`config.mk`:
```
export PLATFORM = sky130hd
export DESIGN_NAME = fft_frame_loader
export DESIGN_NICKNAME = d
export VERILOG_FILES = /design/src/rtl/fft_frame_loader.sv
export SDC_FILE = /design/constraint.sdc
export NUM_CORES = 1
export LEC_CHECK = 0
export CORE_MARGIN = 5
export CORE_UTILIZATION = 37
export CTS_CLUSTER_DIAMETER = 30
export DETAILED_ROUTE_END_ITERATION = 8
export SLEW_MARGIN = 20
export SYNTH_ARGS = -nofsm -noshare
export SYNTH_HDL_FRONTEND = slang
export SYNTH_SLANG_ARGS = --single-unit
```
`constraint.sdc`:
```
create_clock -name clk -period 7.71 [get_ports clk]
set_clock_uncertainty 0.05 [all_clocks]
set_input_delay 1.542 -clock clk [delete_from_list [all_inputs] [get_ports clk]]
set_output_delay 1.542 -clock clk [all_outputs]
set_load 0.05 [all_outputs]
```
`src/rtl/fft_frame_loader.sv`:
```
// Front end of the FFT core. It windows real samples and writes N complex words into RAM0 at
// bit-reversed addresses, then starts the FFT and holds off the next frame until done rises.
module fft_frame_loader #(
    parameter int width     = 16,
    parameter int N_2       = 5,
    parameter int WINDOW_EN = 1
) (
    input  logic                 clk,
    input  logic                 reset_n,
    input  logic                 s_valid,
    output logic                 s_ready,
    input  logic [width-6:0]     s_data,
    input  logic                 fft_done,
    output logic                 load_we,
    output logic [N_2-1:0]       load_adr,
    output logic [2*width-1:0]   load_wd,
    output logic                 fft_start,
    output logic                 busy
);
    localparam int N = 1 << N_2;

    typedef enum logic [2:0] {IDLE, LOAD, DRAIN, START, WAIT} state_t;

    state_t           state, state_nxt;
    logic [N_2-1:0]   idx, idx_nxt;
    logic             done_q;
    logic             xfer;
    logic [width-1:0] x, re;

    // Hann coefficient in unsigned Q1.(width-1); peak at N/2 is 2**(width-1)-1
    function automatic logic [width-1:0] hann_val(input int k);
        real c, v;
        c = $cos(2.0 * 3.141592653589793 * real'(k) / real'(N));
        v = real'((1 << (width-1)) - 1) * (1.0 - c) / 2.0;
        return width'($rtoi(v + 0.5));
    endfunction

    function automatic logic [N_2-1:0] bitrev(input logic [N_2-1:0] i);
        logic [N_2-1:0] r;
        for (int k = 0; k < N_2; k++) r[k] = i[N_2-1-k];
        return r;
    endfunction

    assign x = {{5{s_data[width-6]}}, s_data};

    generate
        if (WINDOW_EN != 0) begin : g_win
            logic [width-1:0] hann_lut [N];
            for (genvar k = 0; k < N; k++) begin : g_lut
                assign hann_lut[k] = hann_val(k);
            end
            // Full-width signed product, then arithmetic shift: rounds toward -inf
            assign re = width'(($signed({{width{x[width-1]}}, x}) *
                                $signed({{width{1'b0}}, hann_lut[idx]})) >>> (width-1));
        end else begin : g_bypass
            assign re = x;
        end
    endgenerate

    always_ff @(posedge clk or negedge reset_n) begin
        if (!reset_n) begin
            state  <= IDLE;
            idx    <= '0;
            done_q <= 1'b0;
        end else begin
            state  <= state_nxt;
            idx    <= idx_nxt;
            done_q <= fft_done;
        end
    end

    always_comb begin
        state_nxt = state;
        idx_nxt   = idx;
        s_ready   = 1'b0;
        fft_start = 1'b0;
        busy      = 1'b0;
        xfer      = 1'b0;
        case (state)
            IDLE:  state_nxt = LOAD;
            LOAD: begin
                s_ready = 1'b1;
                xfer    = s_valid;
                busy    = (idx != '0) || s_valid;
                if (s_valid) begin
                    idx_nxt = idx + 1'b1;
                    if (&idx) state_nxt = DRAIN;
                end
            end
            DRAIN: begin
                busy      = 1'b1;
                state_nxt = START;
            end
            START: begin
                busy      = 1'b1;
                fft_start = 1'b1;
                state_nxt = WAIT;
            end
            WAIT: begin
                busy = 1'b1;
                // Only a fresh edge counts; a level left high from the previous frame is ignored
                if (fft_done && !done_q) begin
                    state_nxt = LOAD;
                    idx_nxt   = '0;
                end
            end
            default: state_nxt = IDLE;
        endcase
    end

    always_ff @(posedge clk or negedge reset_n) begin
        if (!reset_n) begin
            load_we  <= 1'b0;
            load_adr <= '0;
            load_wd  <= '0;
        end else begin
            load_we <= xfer;
            if (xfer) begin
                load_adr <= bitrev(idx);
                load_wd  <= {re, {width{1'b0}}};
            end
        end
    end
endmodule

```
==> summary.md, run 1 <==
| Metric | Value |
|---|---|
| Worst hold path type | reg -> reg |
| DIE WIDTH | 153.0 um |
| Final period util | 0.9157 |
| # hold bufs at CTS | 0 |
| # fillers | 2107 |
| Reg-to-reg critical path startpoint | idx[1]$_DFFE_PN0P_ |
| Final wirelength | 18210 um |
| DR pass1 iterations | 5 |
| Register bit total from synthesis | 28 |
| Clock latency on the worst-skew pair | 0.26 ns |
| Synth area leaders | fa_1, ha_1, dfrtp_1 |
| Syn. warnings | 0 |
| Worst-margin pin slew | 0.9513 ns |
| H-tree lvl count | 1 |
| Root buf cell | clkbuf_16 |
| Die area | 23400 um^2 |
| Most common cell in the synthesized netlist | inv_1 |
| Post-route ant nets | 0 |
| Main synth FF type | dfrtp_1 |
| Pin count of the biggest net entering global routing | 45 |
| Worst R2R Path Depth | 23 |
| Post_cts resized | 0 |
| Post-synth ARST share | 1.000 |
| GPL Wtd Cong | 0.9404 |
| Reg2Reg Setup Slack | 0.79 ns |
| Critical Path RT | 7.81 ns |
| Top post-synthesis cells by count | inv_1, fa_1, nand2_1, ha_1, and2_1 |
| Outcome | finished, final reports clean |
| CP arrival | 7.16 ns |
| Slowest-stage cell, CP | clkdlybuf4s50_1 |
| Max_cap viols | 0 |
| Initial core utilization | 0.3749 |
| Max FO, Critical Path | 15 |
| Total stage count of the critical path | 17 |
| CP endpoint kind | flop |
| Finish-stage setup viols | 0 |
| Critical path type | in -> reg |
| Count of cell types in the netlist | 56 |
| First-pass GRT wire length | 31460 um |
| CP most frequent cell | fa_1 |
| Synthesis-to-layout area growth | 8.786% |
| Wire per inst | 15.51 um |
| Critical path startpoint category | input pin |
| Hold endpoint | load_adr[2]$_DFFE_PN0P_ |
| Hold path start | load_adr[2]$_DFFE_PN0P_ |
| Final hold violations | 0 |
| RSZ-0062 raised after global routing | false |
| Initial antenna violation count | 2 |
| Vias/cell | 5.089 |
| Post-DP HPWL | 14590 um |
| GRT Total Usage | 0.1592 |
| CTS clock-pin slew for the worst setup and hold paths | 0.06 ns |
| Crit path buf inv count | 4 |
| Max-slew headroom | 0.3658 |
| Mapped Cells | 897 |
| DR iter-0 viols | 337 |
| Core box area | 20170 um^2 |
| Vias in the first global route | 6071 |
| Leading area contributor after synthesis | fa_1 |
| Number of synthesized flops with an enable pin | 0 |
| Avg Inst Size Synth | 8.431 um^2 |
| Port-buffer cells | 39 |
| Post-synth top area share | 0.3044 |
| CTS tree | done |
| Share of cells above drive strength 1 | 0.03650 |
| Via Count | 5975 |
| Crit-path max cell delay | 0.92 ns |
| Hold Path Depth | 2 |
| # diodes | 0 |
| Die Y-Extent | 153.0 um |
| Cts bufs inserted | 3 |
| Max Root-Sink Buffers | 2 |
| FMAX | 0.1416 GHz |
| Crit path time final | 7.060 ns |
| Io pins | 56 |
| Synthesized area | 7562 um^2 |
| Row cnt | 52 |
| Postcts setup bufs | 0 |
| DRC viols | 0 |
| Slew Limit Fails | 0 |
| Critical path's top delay family | adder cells |
| CTS Sinks | 28 |
| Worst reg2reg path endpoint | load_wd[25]$_DFFE_PN0P_ |
| Critical-path cell list | clkdlybuf4s50_1 > nand2_1 > fa_1 > fa_1 > inv_1 > fa_1 > fa_1 > inv_1 > fa_1 > inv_1 > ha_1 > a21oi_1 > o21ai_1 > a311oi_2 > nor3_2 > or4_1 > a31o_1 |
| GRT overflow | 0 |
| TNS Setup | 0 ns |
| Final #Nets | 1124 |
| Register area share after synthesis | 0.09265 |
routing by layer:
layer	share of wire	vias to the layer above	GRT usage
met5	0	-	0
met4	0.0070	0	0.01358
met3	0.049	14	0.01272
met2	0.48	146	0.2670
met1	0.47	2966	0.2353
li1	-	2849	-
per-stage QoR:
stage | setup slack, ns | instances | instance area (um^2) | util | hold WS, ns
2_1_floorplan | 1.249 | 912 | 7619 | - | 0.4234
3_3_place_gp | 0.5650 | 1171 | 8152 | 0.4042 | 0.4093
3_5_place_dp | 0.4384 | 1171 | 8152 | 0.4042 | 0.4126
4_1_cts | 0.7014 | 1174 | 8227 | 0.4079 | 0.4373
5_1_grt | 0.4052 | 1174 | 8227 | 0.4079 | 0.4801
6_report | 0.6498 | 1174 | 8227 | 0.4079 | 0.4358
cells in the final DEF, fill, tap and decap left out, drive strengths merged, types with 3 or more instances in the layout:
cell,Yosys,layout
a211o,3,3
a211oi,10,10
a21o,7,7
a21oi,33,33
a311oi,6,6
a31oi,6,6
and2,68,68
and3,10,10
buf,28,20
clkbuf,42,3
clkdlybuf4s50,0,39
conb,1,16
dfrtp,28,28
fa,115,115
ha,88,88
inv,140,140
mux2i,4,4
nand2,113,113
nand2b,17,17
nand3,12,12
nand4,10,10
nor2,33,33
nor2b,22,22
nor3,8,8
nor3b,3,3
o211ai,3,3
o21a,5,5
o21ai,35,35
o31ai,7,7
xnor2,9,9
xor2,4,4
tightest hold or removal path, cell delays in order, from the launching register on:
cell and delay, ns:
dfrtp_1 0.34, nand2_1 0.05, nand2_1 0.06
state kept, by name, summed over array words and instances (netlist names):
signal    count
idx           5
done_q        1
load_adr      5
state         3
load_we       1
load_wd      13
how the worst max path moves through the flow:
stage / from / end / slack, ns
final: s_data[2] / load_wd[25]$_DFFE_PN0P_ / 0.65
after global routing: s_data[2] / load_wd[25]$_DFFE_PN0P_ / 0.41
after CTS: s_data[2] / load_wd[25]$_DFFE_PN0P_ / 0.70
after detailed placement: s_data[2] / load_wd[25]$_DFFE_PN0P_ / 0.44
after global placement: s_data[10] / load_wd[25]$_DFFE_PN0P_ / 0.57
after floorplan: idx[0]$_DFFE_PN0P_ / load_wd[25]$_DFFE_PN0P_ / 1.25
layout make-up:
class                           count  area (um^2)  share of cell area
Timing Repair Buffer               59        540.5             0.06570
Tap cell                          270        337.8             0.04106
Clock buffer                        3        75.07            0.009125
Multi-Input combinational cell    674         6047              0.7351
Inverter                          140        525.5             0.06388
Sequential cell                    28        700.7             0.08517
logic make-up (layout without fill, tap and decap cells):
kind of cell	Yosys count	in the layout	synth area share
compound gates	132	132	0.1152
xor+xnor	13	13	0.01506
fa+ha+maj	203	203	0.4500
buf+inv	210	202	0.1152
flops	28	28	0.09265
mux	5	5	0.008273
other cells	1	16	0.0004959
simple gates	305	305	0.2032
Power of run 1 is left out: the tool's default activity adds up to more than one toggle a clock period on the data nets, which glitch-free logic cannot reach.
==> run 2, diff against run 1 <==
- clock period: 7.71 -> 6.36 ns (I/O delays scaled with it)
==> run 2 against run 1 <==
Setup slack got worse by 0.48 ns. Non-clock buffer count rose by 79. Via count rose by 5.2%. Final cell count rose by 6.8%. Critical path type is now reg -> reg.
==> summary.md, run 2 (synthesized netlist as in run 1, its figures left out) <==
| Metric | Value |
|---|---|
| Outcome | finished, final reports clean (unchanged) |
| Vias in the first global route | 6429 (was 6071) |
| # hold bufs at CTS | 0 (unchanged) |
| # fillers | 2037 (was 2107) |
| H-tree lvl count | 1 (unchanged) |
| Initial antenna violation count | 0 (was 2) |
| Largest regs | load_wd: 13 flops, idx: 5 flops, load_adr: 5 flops (unchanged) |
| Hold Path Depth | 2 (unchanged) |
| Hold endpoint | load_adr[2]$_DFFE_PN0P_ (unchanged) |
| Synthesis-to-layout area growth | 19.57% (was 8.786%) |
| Seq. cell area | 700.7 um^2 (unchanged) |
| Io pins | 56 (unchanged) |
| Initial core utilization | 0.3749 (unchanged) |
| Post-route insts no fill | 1254 (was 1174) |
| Final wirelength | 18110 um (was 18210 um) |
| GRT Total Usage | 0.1542 (was 0.1592) |
| Finish-stage setup viols | 0 (unchanged) |
| Critical path startpoint category | flop (was input pin) |
| Vias/cell | 5.012 (was 5.089) |
| Worst reg2reg path endpoint | load_wd[20]$_DFFE_PN0P_ (was load_wd[25]$_DFFE_PN0P_) |
| RSZ-0062 raised after global routing | true (was false) |
| Reg2Reg Setup Slack | 0.17 ns (was 0.79 ns) |
| DR iter-0 viols | 281 (was 337) |
| First-pass GRT wire length | 30830 um (was 31460 um) |
| Final #Nets | 1203 (was 1124) |
| Die Y-Extent | 153.0 um (unchanged) |
| DRC viols | 0 (unchanged) |
| FMAX | 0.1616 GHz |
| DR pass1 iterations | 4 (was 5) |
| Setup ws final | 0.1725 ns (was 0.6498 ns) |
| Max_cap viols | 0 (unchanged) |
| Most frequent cells in the layout | inv_1, fa_1, nand2_1, buf_4, ha_1 (was inv_1, fa_1, nand2_1, ha_1, and2_1) |
| Crit path time final | 6.187 ns |
| Cts bufs inserted | 3 (unchanged) |
| Area of the multi-input gates | 6182 um^2 (was 6047 um^2) |
| CP arrival | 6.27 ns (was 7.16 ns) |
| Critical Path RT | 6.45 ns (was 7.81 ns) |
| Wire per inst | 14.44 um (was 15.51 um) |
| CTS clock-pin slew for the worst setup and hold paths | 0.07 ns (was 0.06 ns) |
| CTS Sinks | 28 (unchanged) |
| Critical path type | reg -> reg (was in -> reg) |
| Final period util | 0.9729 |
| Slew Limit Fails | 0 (unchanged) |
| GRT overflow | 0 (unchanged) |
| Clock latency on the worst-skew pair | 0.26 ns (about the same) |
| Post-route ant nets | 0 (unchanged) |
| Post-route core utilization | 0.4483 (was 0.4079) |
| Via Count | 6285 (was 5975) |
| Max FFs per register | 13 (unchanged) |
| Hold path start | load_adr[2]$_DFFE_PN0P_ (unchanged) |
| Post-DP HPWL | 14970 um (was 14590 um) |
| Core box area | 20170 um^2 (unchanged) |
| DIE WIDTH | 153.0 um (unchanged) |
| Post-Place Cells | 1238 (was 1171) |
| Max FO, Critical Path | 6 (was 15) |
| Port-buffer cells | 39 (unchanged) |
| Share of cells above drive strength 1 | 0.1392 (was 0.03650) |
| Reg-to-reg critical path startpoint | idx[0]$_DFFE_PN0P_ (was idx[1]$_DFFE_PN0P_) |
| Reg with most FFs | load_wd (unchanged) |
| Worst Setup Slack post-DPL | -0.2825 ns (was 0.4384 ns) |
| Max-slew headroom | 0.6374 (was 0.3658) |
| Die area | 23400 um^2 (unchanged) |
| CP endpoint kind | flop (unchanged) |
| GPL Wtd Cong | 0.8524 (was 0.9404) |
| Worst hold path type | reg -> reg (unchanged) |
| Max Root-Sink Buffers | 2 (unchanged) |
| Worst R2R Path Depth | 25 (was 23) |
| Most common cell after layout, fill and taps aside | inv_1 (unchanged) |
| # diodes | 0 (unchanged) |
| Root buf cell | clkbuf_16 (unchanged) |
| Final hold violations | 0 (unchanged) |
| Row cnt | 52 (unchanged) |
| Pin count of the biggest net entering global routing | 40 (was 45) |
| CTS tree | done (unchanged) |
| Worst-margin pin slew | 0.5421 ns (was 0.9513 ns) |
[run 2: worst max-delay path by stage]
stage | startpoint | to | slack [ns] | depth (start not counted)
floorplan | idx[0]$_DFFE_PN0P_ | load_wd[25]$_DFFE_PN0P_ | 0.003 | 25
detailed placement | s_data[5] | load_wd[25]$_DFFE_PN0P_ | -0.28 | 15
CTS | s_data[2] | load_wd[25]$_DFFE_PN0P_ | 0.03 | 18
global route | idx[0]$_DFFE_PN0P_ | load_wd[20]$_DFFE_PN0P_ | -0.04 | 25
global placement | s_data[2] | load_wd[25]$_DFFE_PN0P_ | -0.14 | 18
finish | idx[0]$_DFFE_PN0P_ | load_wd[20]$_DFFE_PN0P_ | 0.17 | 25
[run 2: final cells by class]
class | instances | share of cell area
multi-input cells | 674 | 0.6837
flip-flops and latches | 28 | 0.07749
repair buffers | 138 | 0.1335
clock buffers | 4 | 0.009824
well taps | 270 | 0.03736
inverters | 140 | 0.05812
[run 2: metal layers]
| metal | vias to the layer above | part of all wire | GRT usage |
|---|---|---|---|
| li1 | 3004 | - | - |
| met1 | 3151 | 0.49 | 0.2258 |
| met2 | 114 | 0.46 | 0.2491 |
| met3 | 16 | 0.038 | 0.01470 |
| met4 | 0 | 0.015 | 0.03309 |
| met5 | - | 0 | 0 |
[run 2: what timing repair did]
item | CTS | global route
resized for setup | 1 | 39
setup endpoints to repair | 1 | 13
pin swaps | 0 | 20
buffers inserted | 0 | 11
cloned | 0 | 1
[run 2: per-stage QoR]
stage	TNS, ns	hold slack (ns)	instance area (um^2)
after floorplan	0	0.4234	7620
after global placement	-0.5558	0.4169	8705
after detailed placement	-1.468	0.4154	8705
after CTS	0	0.4334	8792
after global routing	-0.08214	0.4594	9042
final	0	0.4258	9042
[run 2: critical path: stages (launching register included)]
cell and delay [ns]:
dfrtp_1 0.38, buf_4 0.15, buf_4 0.15, ha_1 0.22, inv_1 0.08, nand2_1 0.06, a31o_2 0.26, a21oi_4 0.18
buf_6 0.17, nand2_1 0.08, fa_1 0.55, inv_1 0.06, fa_1 0.56, fa_2 0.45, fa_1 0.49, inv_1 0.05
fa_1 0.47, inv_1 0.04, ha_1 0.33, a211oi_1 0.27, o22a_1 0.20, o211ai_1 0.08, buf_4 0.16, a21oi_2 0.24
xor2_1 0.20, o21ai_0 0.10
Power of run 2 is left out for the same reason.
==> run 3, diff against run 2 <==
- CORE_ASPECT_RATIO: not set -> 1.1
- CORE_MARGIN: 5 -> 2
==> run 3 against run 2 <==
Global-route usage increased by 1.9 points. Setup slack gained 0.021 ns. Core utilization grew 2.0 points. First-iteration DRC count decreased by 8.2%. Critical path depth is 7 lower. Maximum frequency up 0.33%. Final cell count fell by 0.48%. Register-to-register slack better by 0.04 ns. Sequential share of layout area is 0.21 points lower. Via count rose by 0.46%. Non-clock buffer count is 12 higher. Largest cell class unchanged.
==> summary.md, run 3 (synthesized netlist as in run 1, its figures left out) <==
| Metric | Value |
|---|---|
| Outcome | finished, final reports clean (unchanged) |
| DR iter-0 viols | 258 (was 281) |
| Worst R2R Path Depth | 26 (was 25) |
| Final #Nets | 1215 (was 1203) |
| GRT Total Usage | 0.1730 (was 0.1542) |
| Pin count of the biggest net entering global routing | 40 (unchanged) |
| # fillers | 1936 (was 2037) |
| Root buf cell | clkbuf_16 (unchanged) |
| Max Root-Sink Buffers | 2 (unchanged) |
| Initial core utilization | 0.3794 (was 0.3749) |
| Hold path start | load_adr[4]$_DFFE_PN0P_ (was load_adr[2]$_DFFE_PN0P_) |
| Worst reg2reg path endpoint | load_wd[24]$_DFFE_PN0P_ (was load_wd[20]$_DFFE_PN0P_) |
| Worst hold path type | reg -> reg (unchanged) |
| H-tree lvl count | 1 (unchanged) |
| CTS clock-pin slew for the worst setup and hold paths | 0.07 ns (about the same) |
| Vias/cell | 5.059 (was 5.012) |
| Max_cap viols | 0 (unchanged) |
| Core box area | 19930 um^2 (was 20170 um^2) |
| Critical Path RT | 6.46 ns (was 6.45 ns) |
| GRT overflow | 0 (unchanged) |
| TNS Setup | 0 ns (unchanged) |
| Reg2Reg Setup Slack | 0.21 ns (was 0.17 ns) |
| Post-DP HPWL | 14750 um (was 14970 um) |
| DIE WIDTH | 140.3 um (was 153.0 um) |
| # hold bufs at CTS | 0 (unchanged) |
| DRC viols | 0 (unchanged) |
| First-pass GRT wire length | 31060 um (was 30830 um) |
| Synthesis-to-layout area growth | 23.54% (was 19.57%) |
| Fin Hold WS | 0.4331 ns (was 0.4258 ns) |
| Final hold violations | 0 (unchanged) |
| Die area | 21600 um^2 (was 23400 um^2) |
| Clock latency on the worst-skew pair | 0.26 ns (about the same) |
| Vias in the first global route | 6298 (was 6429) |
| # diodes | 0 (unchanged) |
| Final wirelength | 19050 um (was 18110 um) |
| GPL Wtd Cong | 0.8736 (was 0.8524) |
| Cts bufs inserted | 3 (unchanged) |
| CTS Sinks | 28 (unchanged) |
| Max FFs per register | 13 (unchanged) |
| Most frequent cells in the layout | inv_1, nand2_1, fa_1, buf_4, ha_1 (was inv_1, fa_1, nand2_1, buf_4, ha_1) |
| Largest regs | load_wd: 13 flops, idx: 5 flops, load_adr: 5 flops (unchanged) |
| Initial antenna violation count | 0 (unchanged) |
| Post-route ant nets | 0 (unchanged) |
| Wire per inst | 15.26 um (was 14.44 um) |
| CP arrival | 6.27 ns (about the same) |
| Io pins | 56 (unchanged) |
| Port-buffer cells | 39 (unchanged) |
| CP endpoint kind | flop (unchanged) |
| Row cnt | 54 (was 52) |
| CTS tree | done (unchanged) |
| Worst-margin pin slew | 0.5343 ns (was 0.5421 ns) |
| Finish-stage setup viols | 0 (unchanged) |
| Reg with most FFs | load_wd (unchanged) |
| Critical path type | in -> reg (was reg -> reg) |
| Max-slew headroom | 0.6427 (was 0.6374) |
| Via Count | 6314 (was 6285) |
| Share of cells above drive strength 1 | 0.1807 (was 0.1392) |
| Crit path time final | 6.167 ns (was 6.187 ns) |
| Die Y-Extent | 153.9 um (was 153.0 um) |
| DR pass1 iterations | 5 (was 4) |
| Max FO, Critical Path | 14 (was 6) |
| FMAX | 0.1622 GHz (was 0.1616 GHz) |
| Critical path startpoint category | input pin (was flop) |
| Slew Limit Fails | 0 (unchanged) |
| Hold Path Depth | 2 (unchanged) |
| Most common cell after layout, fill and taps aside | inv_1 (unchanged) |
| Reg-to-reg critical path startpoint | idx[1]$_DFFE_PN0P_ (was idx[0]$_DFFE_PN0P_) |
| Hold endpoint | load_adr[4]$_DFFE_PN0P_ (was load_adr[2]$_DFFE_PN0P_) |
| Final period util | 0.9696 (was 0.9729) |
## run 3: cell types whose count changed in the layout (fill, tap and decap cells not counted), moves of 3 or more
cell      previous run  this run
nor3_1               7         4
nor3_2               1         4
dfrtp_1             28        25
ha_4                 3         7
ha_1                84        77
ha_2                 1         4
a311oi_1             4         1
a311oi_2             1         4
buf_6                4         9
dfrtp_2              0         3
a21oi_2              6         9
buf_2                0         3
a21oi_1             26        21
## run 3: stage by stage
step | area (um^2) | cells | setup slack, ns | util
6_report | 9343 | 1248 | 0.1932 | 0.4687
5_1_grt | 9343 | 1248 | -0.02449 | 0.4687
4_1_cts | 8751 | 1217 | 0.005642 | 0.4390
3_5_place_dp | 8642 | 1213 | -0.2370 | 0.4336
3_3_place_gp | 8642 | 1213 | -0.2037 | 0.4336
2_1_floorplan | 7620 | 912 | 0.003376 | -
## run 3: layer usage
metal	part of all wire	global-route usage	up-vias	routed length [um]
met2	0.49	0.3042	113	9420
met3	0.027	0.007786	12	517
met5	0	0	-	0
met4	0.010	0.02116	0	199
li1	-	-	3028	-
met1	0.47	0.2439	3161	8910
## run 3: area by class of cell
type | count | area [um^2] | area share
repair buffers | 150 | 1328 | 0.1421
clock inverters | 1 | 30.03 | 0.003214
multi-input cells | 674 | 6365 | 0.6813
well taps | 252 | 315.3 | 0.03375
clock buffers | 3 | 75.07 | 0.008035
flip-flops and latches | 28 | 704.4 | 0.07540
inverters | 140 | 525.5 | 0.05625
## run 3: what timing repair did
action                     CTS  global route
gates resized for setup      1            84
pin swaps                    0            35
setup endpoints to repair    6            12
buffers inserted             0            27
gates cloned                 0             4
## run 3: worst max-delay path by stage
| stage | cells past startpoint | start | slack [ns] | endpoint |
|---|---|---|---|---|
| floorplan | 25 | idx[0]$_DFFE_PN0P_ | 0.003 | load_wd[25]$_DFFE_PN0P_ |
| global placement | 18 | s_data[6] | -0.20 | load_wd[24]$_DFFE_PN0P_ |
| detailed placement | 18 | s_data[2] | -0.24 | load_wd[25]$_DFFE_PN0P_ |
| CTS | 20 | s_data[2] | 0.006 | load_wd[24]$_DFFE_PN0P_ |
| global route | 24 | idx[1]$_DFFE_PN0P_ | -0.02 | load_wd[22]$_DFFE_PN0P_ |
| finish | 18 | s_data[2] | 0.19 | load_wd[25]$_DFFE_PN0P_ |
## run 3: critical path, cell delays in order
cell and delay [ns]:
clkdlybuf4s50_1 0.51, buf_12 0.16, nand2b_1 0.09, fa_1 0.50
fa_1 0.51, inv_1 0.05, fa_1 0.47, fa_1 0.52
inv_1 0.05, fa_1 0.48, inv_1 0.06, ha_4 0.22
a21oi_1 0.17, o21ai_2 0.10, a311oi_4 0.33, nor3_2 0.08
or4_1 0.47, a31o_1 0.22
Power of run 3 is left out for the same reason.
